$ cat src/rtl/nexys_starship_pkg.sv
// Shared constants and helper functions for the Nexys Starship spawn generator.
// Holds LFSR geometry, per-channel seed derivation and the LFSR step function.
package nexys_starship_pkg;

    localparam int LFSR_W = 16;

    // Fibonacci taps 16,14,13,11 expressed as zero-based bit indices
    localparam int TAP_A = 15;
    localparam int TAP_B = 13;
    localparam int TAP_C = 12;
    localparam int TAP_D = 10;

    localparam logic [LFSR_W-1:0] SEED_STRIDE = 16'h2F1D;
    localparam logic [LFSR_W-1:0] ZERO_SUB    = 16'h0001;

    function automatic logic [LFSR_W-1:0] lfsr_next(input logic [LFSR_W-1:0] l);
        logic fb;
        fb = l[TAP_A] ^ l[TAP_B] ^ l[TAP_C] ^ l[TAP_D];
        return {l[LFSR_W-2:0], fb};
    endfunction

    // Rotate the base seed by the channel index and mix in a stride multiple so
    // neighbouring lanes start far apart; zero is replaced because it locks the LFSR.
    function automatic logic [LFSR_W-1:0] derive_seed(input logic [LFSR_W-1:0] s,
                                                      input logic [3:0]        idx);
        logic [2*LFSR_W-1:0] dbl;
        logic [LFSR_W-1:0]   rot;
        logic [LFSR_W-1:0]   prod;
        logic [LFSR_W-1:0]   seed;
        dbl  = {s, s} << idx;
        rot  = dbl[2*LFSR_W-1:LFSR_W];
        prod = {12'd0, idx} * SEED_STRIDE;
        seed = rot ^ prod;
        if (seed == '0) begin
            seed = ZERO_SUB;
        end
        return seed;
    endfunction

endpackage

$ cat src/rtl/nexys_starship_prng_ch.sv
// One spawn lane: free-running 16-bit LFSR, threshold compare and cooldown timer.
// Priority at each edge is seed reload, then run, then freeze.
module nexys_starship_prng_ch
    import nexys_starship_pkg::*;
#(
    parameter logic [15:0] RESET_SEED = 16'h0001,
    parameter logic [7:0]  COOLDOWN   = 8'd4
) (
    input  logic        Clk,
    input  logic        Reset,
    input  logic        run,
    input  logic        seed_load,
    input  logic [15:0] load_seed,
    input  logic        en,
    input  logic [7:0]  threshold,
    output logic [15:0] lfsr,
    output logic        spawn
);

    logic [7:0] cool;
    logic       hit;

    assign hit = en && (cool == 8'd0) && (lfsr[7:0] < threshold);

    always_ff @(posedge Clk or posedge Reset) begin
        if (Reset) begin
            lfsr  <= RESET_SEED;
            cool  <= 8'd0;
            spawn <= 1'b0;
        end else if (seed_load) begin
            lfsr  <= load_seed;
            cool  <= 8'd0;
            spawn <= 1'b0;
        end else if (run) begin
            // Disabled lanes keep stepping so enabling one later does not replay history
            lfsr  <= lfsr_next(lfsr);
            spawn <= hit;
            if (hit) begin
                cool <= COOLDOWN;
            end else if (cool != 8'd0) begin
                cool <= cool - 8'd1;
            end
        end else begin
            spawn <= 1'b0;
        end
    end

endmodule

$ cat src/rtl/nexys_starship_spawn_prng.sv
// Multi-lane spawn generator: one independent PRNG channel per screen lane,
// with shared threshold/run/reseed control and a debug view of any lane's LFSR.
module nexys_starship_spawn_prng
    import nexys_starship_pkg::*;
#(
    parameter int          NUM_CH    = 8,
    parameter int          COOLDOWN  = 4,
    parameter logic [15:0] BASE_SEED = 16'hACE1
) (
    input  logic              Clk,
    input  logic              Reset,
    input  logic              run,
    input  logic [7:0]        threshold,
    input  logic [NUM_CH-1:0] en_mask,
    input  logic              seed_load,
    input  logic [15:0]       seed_in,
    output logic [NUM_CH-1:0] spawn,
    input  logic [3:0]        dbg_sel,
    output logic [15:0]       dbg_lfsr
);

    logic [15:0] lfsr_arr [NUM_CH];

    for (genvar i = 0; i < NUM_CH; i++) begin : g_ch
        localparam logic [15:0] CH_RESET_SEED = derive_seed(BASE_SEED, 4'(i));

        logic [15:0] ch_load_seed;
        assign ch_load_seed = derive_seed(seed_in, 4'(i));

        nexys_starship_prng_ch #(
            .RESET_SEED (CH_RESET_SEED),
            .COOLDOWN   (8'(COOLDOWN))
        ) u_ch (
            .Clk       (Clk),
            .Reset     (Reset),
            .run       (run),
            .seed_load (seed_load),
            .load_seed (ch_load_seed),
            .en        (en_mask[i]),
            .threshold (threshold),
            .lfsr      (lfsr_arr[i]),
            .spawn     (spawn[i])
        );
    end

    // Out-of-range selections read as zero, which no running LFSR can hold
    always_comb begin
        dbg_lfsr = '0;
        for (int i = 0; i < NUM_CH; i++) begin
            if (dbg_sel == 4'(i)) begin
                dbg_lfsr = lfsr_arr[i];
            end
        end
    end

endmodule

$ cat config.mk
export PLATFORM = sky130hd
export DESIGN_NAME = nexys_starship_spawn_prng
export DESIGN_NICKNAME = d
export VERILOG_FILES = /design/src/rtl/nexys_starship_pkg.sv /design/src/rtl/nexys_starship_prng_ch.sv /design/src/rtl/nexys_starship_spawn_prng.sv
export SDC_FILE = /design/constraint.sdc
export NUM_CORES = 1
export LEC_CHECK = 0
export ABC_CLOCK_PERIOD_IN_PS = 7740
export BUFFER_PORTS_ARGS = -buffer_cell sky130_fd_sc_hd__buf_2
export CAP_MARGIN = 20
export CORE_ASPECT_RATIO = 0.9
export CORE_MARGIN = 2
export CORE_UTILIZATION = 30
export CTS_CLUSTER_DIAMETER = 100
export DETAILED_ROUTE_END_ITERATION = 8
export PLACE_DENSITY_LB_ADDON = 0.25
export REMOVE_ABC_BUFFERS = 1
export SYNTH_ARGS = -nofsm -noshare
export SYNTH_HDL_FRONTEND = slang
export SYNTH_SLANG_ARGS = --single-unit
$ cat constraint.sdc
create_clock -name Clk -period 7.74 [get_ports Clk]
set_input_delay 0.387 -clock Clk [delete_from_list [all_inputs] [get_ports Clk]]
set_output_delay 0.387 -clock Clk [all_outputs]
set_load 0.01 [all_outputs]
After elaboration in Yosys (flattened, before gate mapping)
Index checks and enable logic that the tools add are counted.
- input port bits: 40
- memories: 0
- ROM bits: 0
- logic and storage cells: 215
- output and inout port bits: 24
- register bits: 200
- bits in writable memories: 0
- bits in latches: 0
- $lt $le $gt $ge: 8
- bitwise operators: 30
- multiply operators: 0
- shift-type cells: 0
- $add $sub $neg: 8
- mux-type cells: 80
- equality and inequality tests: 7
- reduce and logical (&&, ||, !) cells: 58
- divide/modulo/power cells: 0
- operator list (operator ; count):
    16-bit two-way mux ; 32
    8-bit two-way mux ; 32
    16-bit logical NOT ; 8
    8-bit logical NOT ; 8
    8-bit less-than comparator ; 8
    8-bit nonzero test ; 8
    8-bit by 1-bit subtractor with 8-bit output (second input constant) ; 8
    9-bit inverter ; 4
    3-bit nonzero test ; 8
    1-bit XOR ; 24
    4-bit by 3-bit == test with 1-bit output (second input constant) ; 4
    1-bit logical AND ; 16
    1-bit two-way mux ; 16
    8-bit inverter ; 2
    2-bit AND reduction ; 8
    4-bit by 2-bit == test with 1-bit output (second input constant) ; 2
    4-bit by 1-bit == test with 1-bit output (second input constant) ; 1
    4-bit logical NOT ; 1
    2-bit nonzero test ; 1

Logic depth before layout (Yosys ltp)
- word-level depth: 9
- mapped depth: 8
- depth with buffers taken out: 7

Cells and area by module
A second synthesis with hierarchy kept.
- cells, all modules: 1603
- area, all modules: 13870.8 µm²
- by module, submodules not included (module ; sequential area each (µm²) ; area each (µm²) ; instances ; cells an instance):
    nexys_starship_prng_ch (g_ch[3].u_ch ...) ; 636.9 ; 1472.7 ; 3 ; 157
    nexys_starship_prng_ch (g_ch[1].u_ch ...) ; 639.4 ; 1475.2 ; 2 ; 157
    nexys_starship_spawn_prng ; 0.0 ; 2045.7 ; 1 ; 345
    nexys_starship_prng_ch (g_ch[7].u_ch) ; 635.6 ; 1516.5 ; 1 ; 159
    nexys_starship_prng_ch (g_ch[0].u_ch) ; 635.6 ; 1471.4 ; 1 ; 157
    nexys_starship_prng_ch (g_ch[6].u_ch) ; 633.1 ; 1468.9 ; 1 ; 157

Worst setup path after synthesis
OpenSTA, ideal clock, no wires.
- path type: input to output
- from: in dbg_sel[0]
- to: out dbg_lfsr[13]
- data arrival time: 1856 ps
- stages: 5
- setup slack: 5497 ps
- data required time: 7353 ps
- buffers on the path: 1
- cell sequence: buf_2 nor4b_2 a222oi_1 mux2_2 a21oi_1
- longest elaborated chain between the ends: 9
- elaborated cells on any way between the ends: 16
- classes of those cells: 7 x eq/ne; 8 x mux; 1 x reduce/logical
- ends and longest elaborated chain (what ; RTL line ; text):
    start, declared ; nexys_starship_spawn_prng.sv:18 ; input logic [3:0] dbg_sel,
    4-bit logical NOT ; nexys_starship_spawn_prng.sv:50 ; if (dbg_sel == 4'(i)) begin
    16-bit two-way mux (7 in series) ; nexys_starship_spawn_prng.sv:50 ;
    16-bit two-way mux (*) ; nexys_starship_spawn_prng.sv:50 ;
    end, declared ; nexys_starship_spawn_prng.sv:19 ; output logic [15:0] dbg_lfsr
Mark *: on every way between the ends. The rest lies on a longest branch, timed or not.

Worst setup path after layout
- from: in dbg_sel[1]
- to: out dbg_lfsr[4]
The elaborated chain is that of the path after synthesis.

==> run_results.csv <==
group,metric,value,unit
run_status,outcome,"completed",
timing,holdWs,0.105,ns
drt,routedWlPerCell,21.2,um
critical_path,slowest_delay,0.97,ns
floorplan,row_count,71,
place,place_area,13300,um^2
yosys,synth_top_area_share,0.256,
layout,diodes,0,
yosys,syn_inst,1341,
timing,setup_viol,0,
timing,min_period,3.48,ns
power,ir_drop,0.171,mV
layout,final_layout_size_suffix_gt1_frac,0.149,
drt,postRouteAntennaNets,0,
drt,drt_first_iter_violations,1105,
critical_path,cp-start-kind,"input port",
yosys,yosys_warnings,0,
place,place_hpwl,27900,um
yosys,synth-edff-count,0,
power,power_density,282,nW/um^2
critical_path,cp-end-kind,"primary output",
floorplan,start_util,0.303,
cts,htreeDepth,4,
hold_path,hold_path.class,"input port to async pin",
floorplan,dieArea,43700,um^2
cts,cts_resized,0,
cts,postCtsSetupBuffers,0,
grt,antenna_found_initial,2,
place,io_buffers,63,
floorplan,die_h,198,um
grt,grt_pass1_wl,62900,um
layout,post-route-cell-area,13900,um^2
critical_path,cp.arrival,3.10,ns
grt,track_usage,0.187,
yosys,yosysTopAreaCell,"dfrtp_1",
drt,drc,0,
drt,via_count,10600,
timing,tightest_slew,1.03,ns
yosys,syn_area_per_cell,9.40,um^2
yosys,synth_area_leaders,"dfrtp_1 (26%), dfstp_2 (15%), ha_1 (7.1%), mux2i_1 (7.1%), a21oi_1 (6.6%)",
cts,cts_made_buffers,17,
yosys,synthTopCellsByCount,"a21oi_1 (167), dfrtp_1 (129), nor2_1 (107)",
cts,root_buffer,"clkbuf_16",
drt,drt-total-wl,40300,um
timing,fin_crit_sh,0.450,
yosys,synth-seq-area-share,0.404,
yosys,netlist_area,12600,um^2
floorplan,dieWidth,220,um
grt,overflow,0,
layout,syn2layout_area_growth,10.3,%
run,max_cap_viol_count,0,
critical_path,crit_path_cell_trace,"buf_2 > nand3b_1 > nor2_1 > nand2_1 > o21ai_0 > buf_2",
drt,dr.pass1.iters,6,
place,gp_congestion,0.875,
critical_path,rr_worst_depth,5,
grt,grt_max_degree,138,
critical_path,rrSetupSlack,5.45,ns
timing,rsz0062_at_grt,"false",
cts,clk_latency,0.46,ns
floorplan,core,41600,um^2
yosys,synth.most_common_cell,"a21oi_1",
timing,finClkSkew,0.0136,ns
critical_path,cp_common_cell,"buf_2",
critical_path,worstPathRequired,7.35,ns
cts,tritoncts,"done",
critical_path,r2r_start,"g_ch[2].u_ch.cool[2]$_DFFE_PP0P_",
place,place_inst,1865,
timing,slew_violations,0,
yosys,ys_ff_latch,200,
timing,hold_violations,0,
cts,cts.path.max_buffers,2,
grt,grt_pass1_vias,10100,
critical_path,path_max_fanout,20,
cts,hold_buffers,0,
yosys,synthFlopType,"dfrtp_1",
yosys,synth.distinct_cells,77,
critical_path,critical_path_class,"input port to primary output",
layout,instances_no_fill,1898,
critical_path,worst-path-buf-inv,2,
drt,vias_per_cell,5.58,
cts,path_clk_slew,0.08,ns
critical_path,rr_endpoint,"g_ch[2].u_ch.cool[1]$_DFFE_PP0P_",
timing,slew_headroom,0.309,
floorplan,pin_count,64,
critical_path,crit_family,"simple AND/OR/NAND/NOR gates",
cts,clkSinkCount,200,
timing,tns,0,ns
power,leakage,5.89,nW
timing,fmax,0.287,GHz
critical_path,cpMaxStageDelayCell,"nor2_1",
layout,final_nets,1450,
yosys,synthArstFlopShare,1.00,
[where the power goes]
group	leakage (nW)	switching [mW]	internal, mW
logic	3.25	0.842	0.610
registers	2.36	0.264	1.29
clock network	0.281	0.481	0.432
total	5.89	1.59	2.33
[cell families (layout without fill, tap and decap cells)]
family,count (synthesis),in the layout,synth area share
AOI/OAI and AO/OA,421,421,0.220
and+or+nand+nor,385,385,0.162
DFF,200,200,0.404
buffers and inverters,137,147,0.0454
muxes,92,92,0.0733
adders and majority gates,72,72,0.0715
xor gates and xnor gates,34,34,0.0236
[stage by stage]
step / setup slack, ns / power [mW] / utilization
after floorplan: 2.02 / 2.58 / -
after global placement: 4.27 / 2.98 / 0.320
after detailed placement: 4.19 / 3.01 / 0.320
after CTS: 4.19 / 3.94 / 0.334
after global routing: 4.02 / 4.20 / 0.334
final: 4.26 / 3.92 / 0.334
[layout make-up]
cell class / count / area [um^2]
clock buffers: 17 / 425
clock inverters: 15 / 153
fillers: 4273 / 27700
inverters: 39 / 155
multi-input cells: 1004 / 6960
flip-flops and latches: 200 / 5090
well taps: 547 / 684
repair buffers: 76 / 434
[layer usage]
metal / vias to the layer above / share of wire / global-route usage
li1: 4970 / - / -
met1: 5277 / 0.50 / 0.286
met2: 307 / 0.44 / 0.276
met3: 40 / 0.049 / 0.0271
met4: 2 / 0.014 / 0.0440
met5: - / 0.00017 / 0
[layout by cell type (no fill, tap or decap), drive strengths merged, types with 22 or more instances in the layout]
| master | instances |
|---|---|
| a21oi | 167 |
| dfrtp | 129 |
| nor2 | 107 |
| mux2i | 90 |
| buf | 76 |
| a211oi | 72 |
| ha | 72 |
| dfstp | 71 |
| nand2 | 48 |
| inv | 47 |
| nor3 | 42 |
| o21ai | 38 |
| and2 | 36 |
| xnor2 | 32 |
| nand3 | 22 |
[flip-flops by register name, summed over array words and instances (netlist names)]
name and flops:
g_ch.u_ch.cool 64, g_ch.u_ch.spawn 8, g_ch.u_ch.lfsr 128
[worst max-delay path by stage]
stage	start	end	depth (start not counted)
2_1_floorplan	Reset	g_ch[0].u_ch.cool[0]$_DFFE_PP0P_	1
4_1_cts	dbg_sel[1]	dbg_lfsr[6]	7
3_3_place_gp	dbg_sel[1]	dbg_lfsr[6]	7
6_report	dbg_sel[1]	dbg_lfsr[4]	6
5_1_grt	dbg_sel[1]	dbg_lfsr[6]	7
3_5_place_dp	dbg_sel[1]	dbg_lfsr[6]	7
Note: power is estimated with default switching activity, not from simulation.
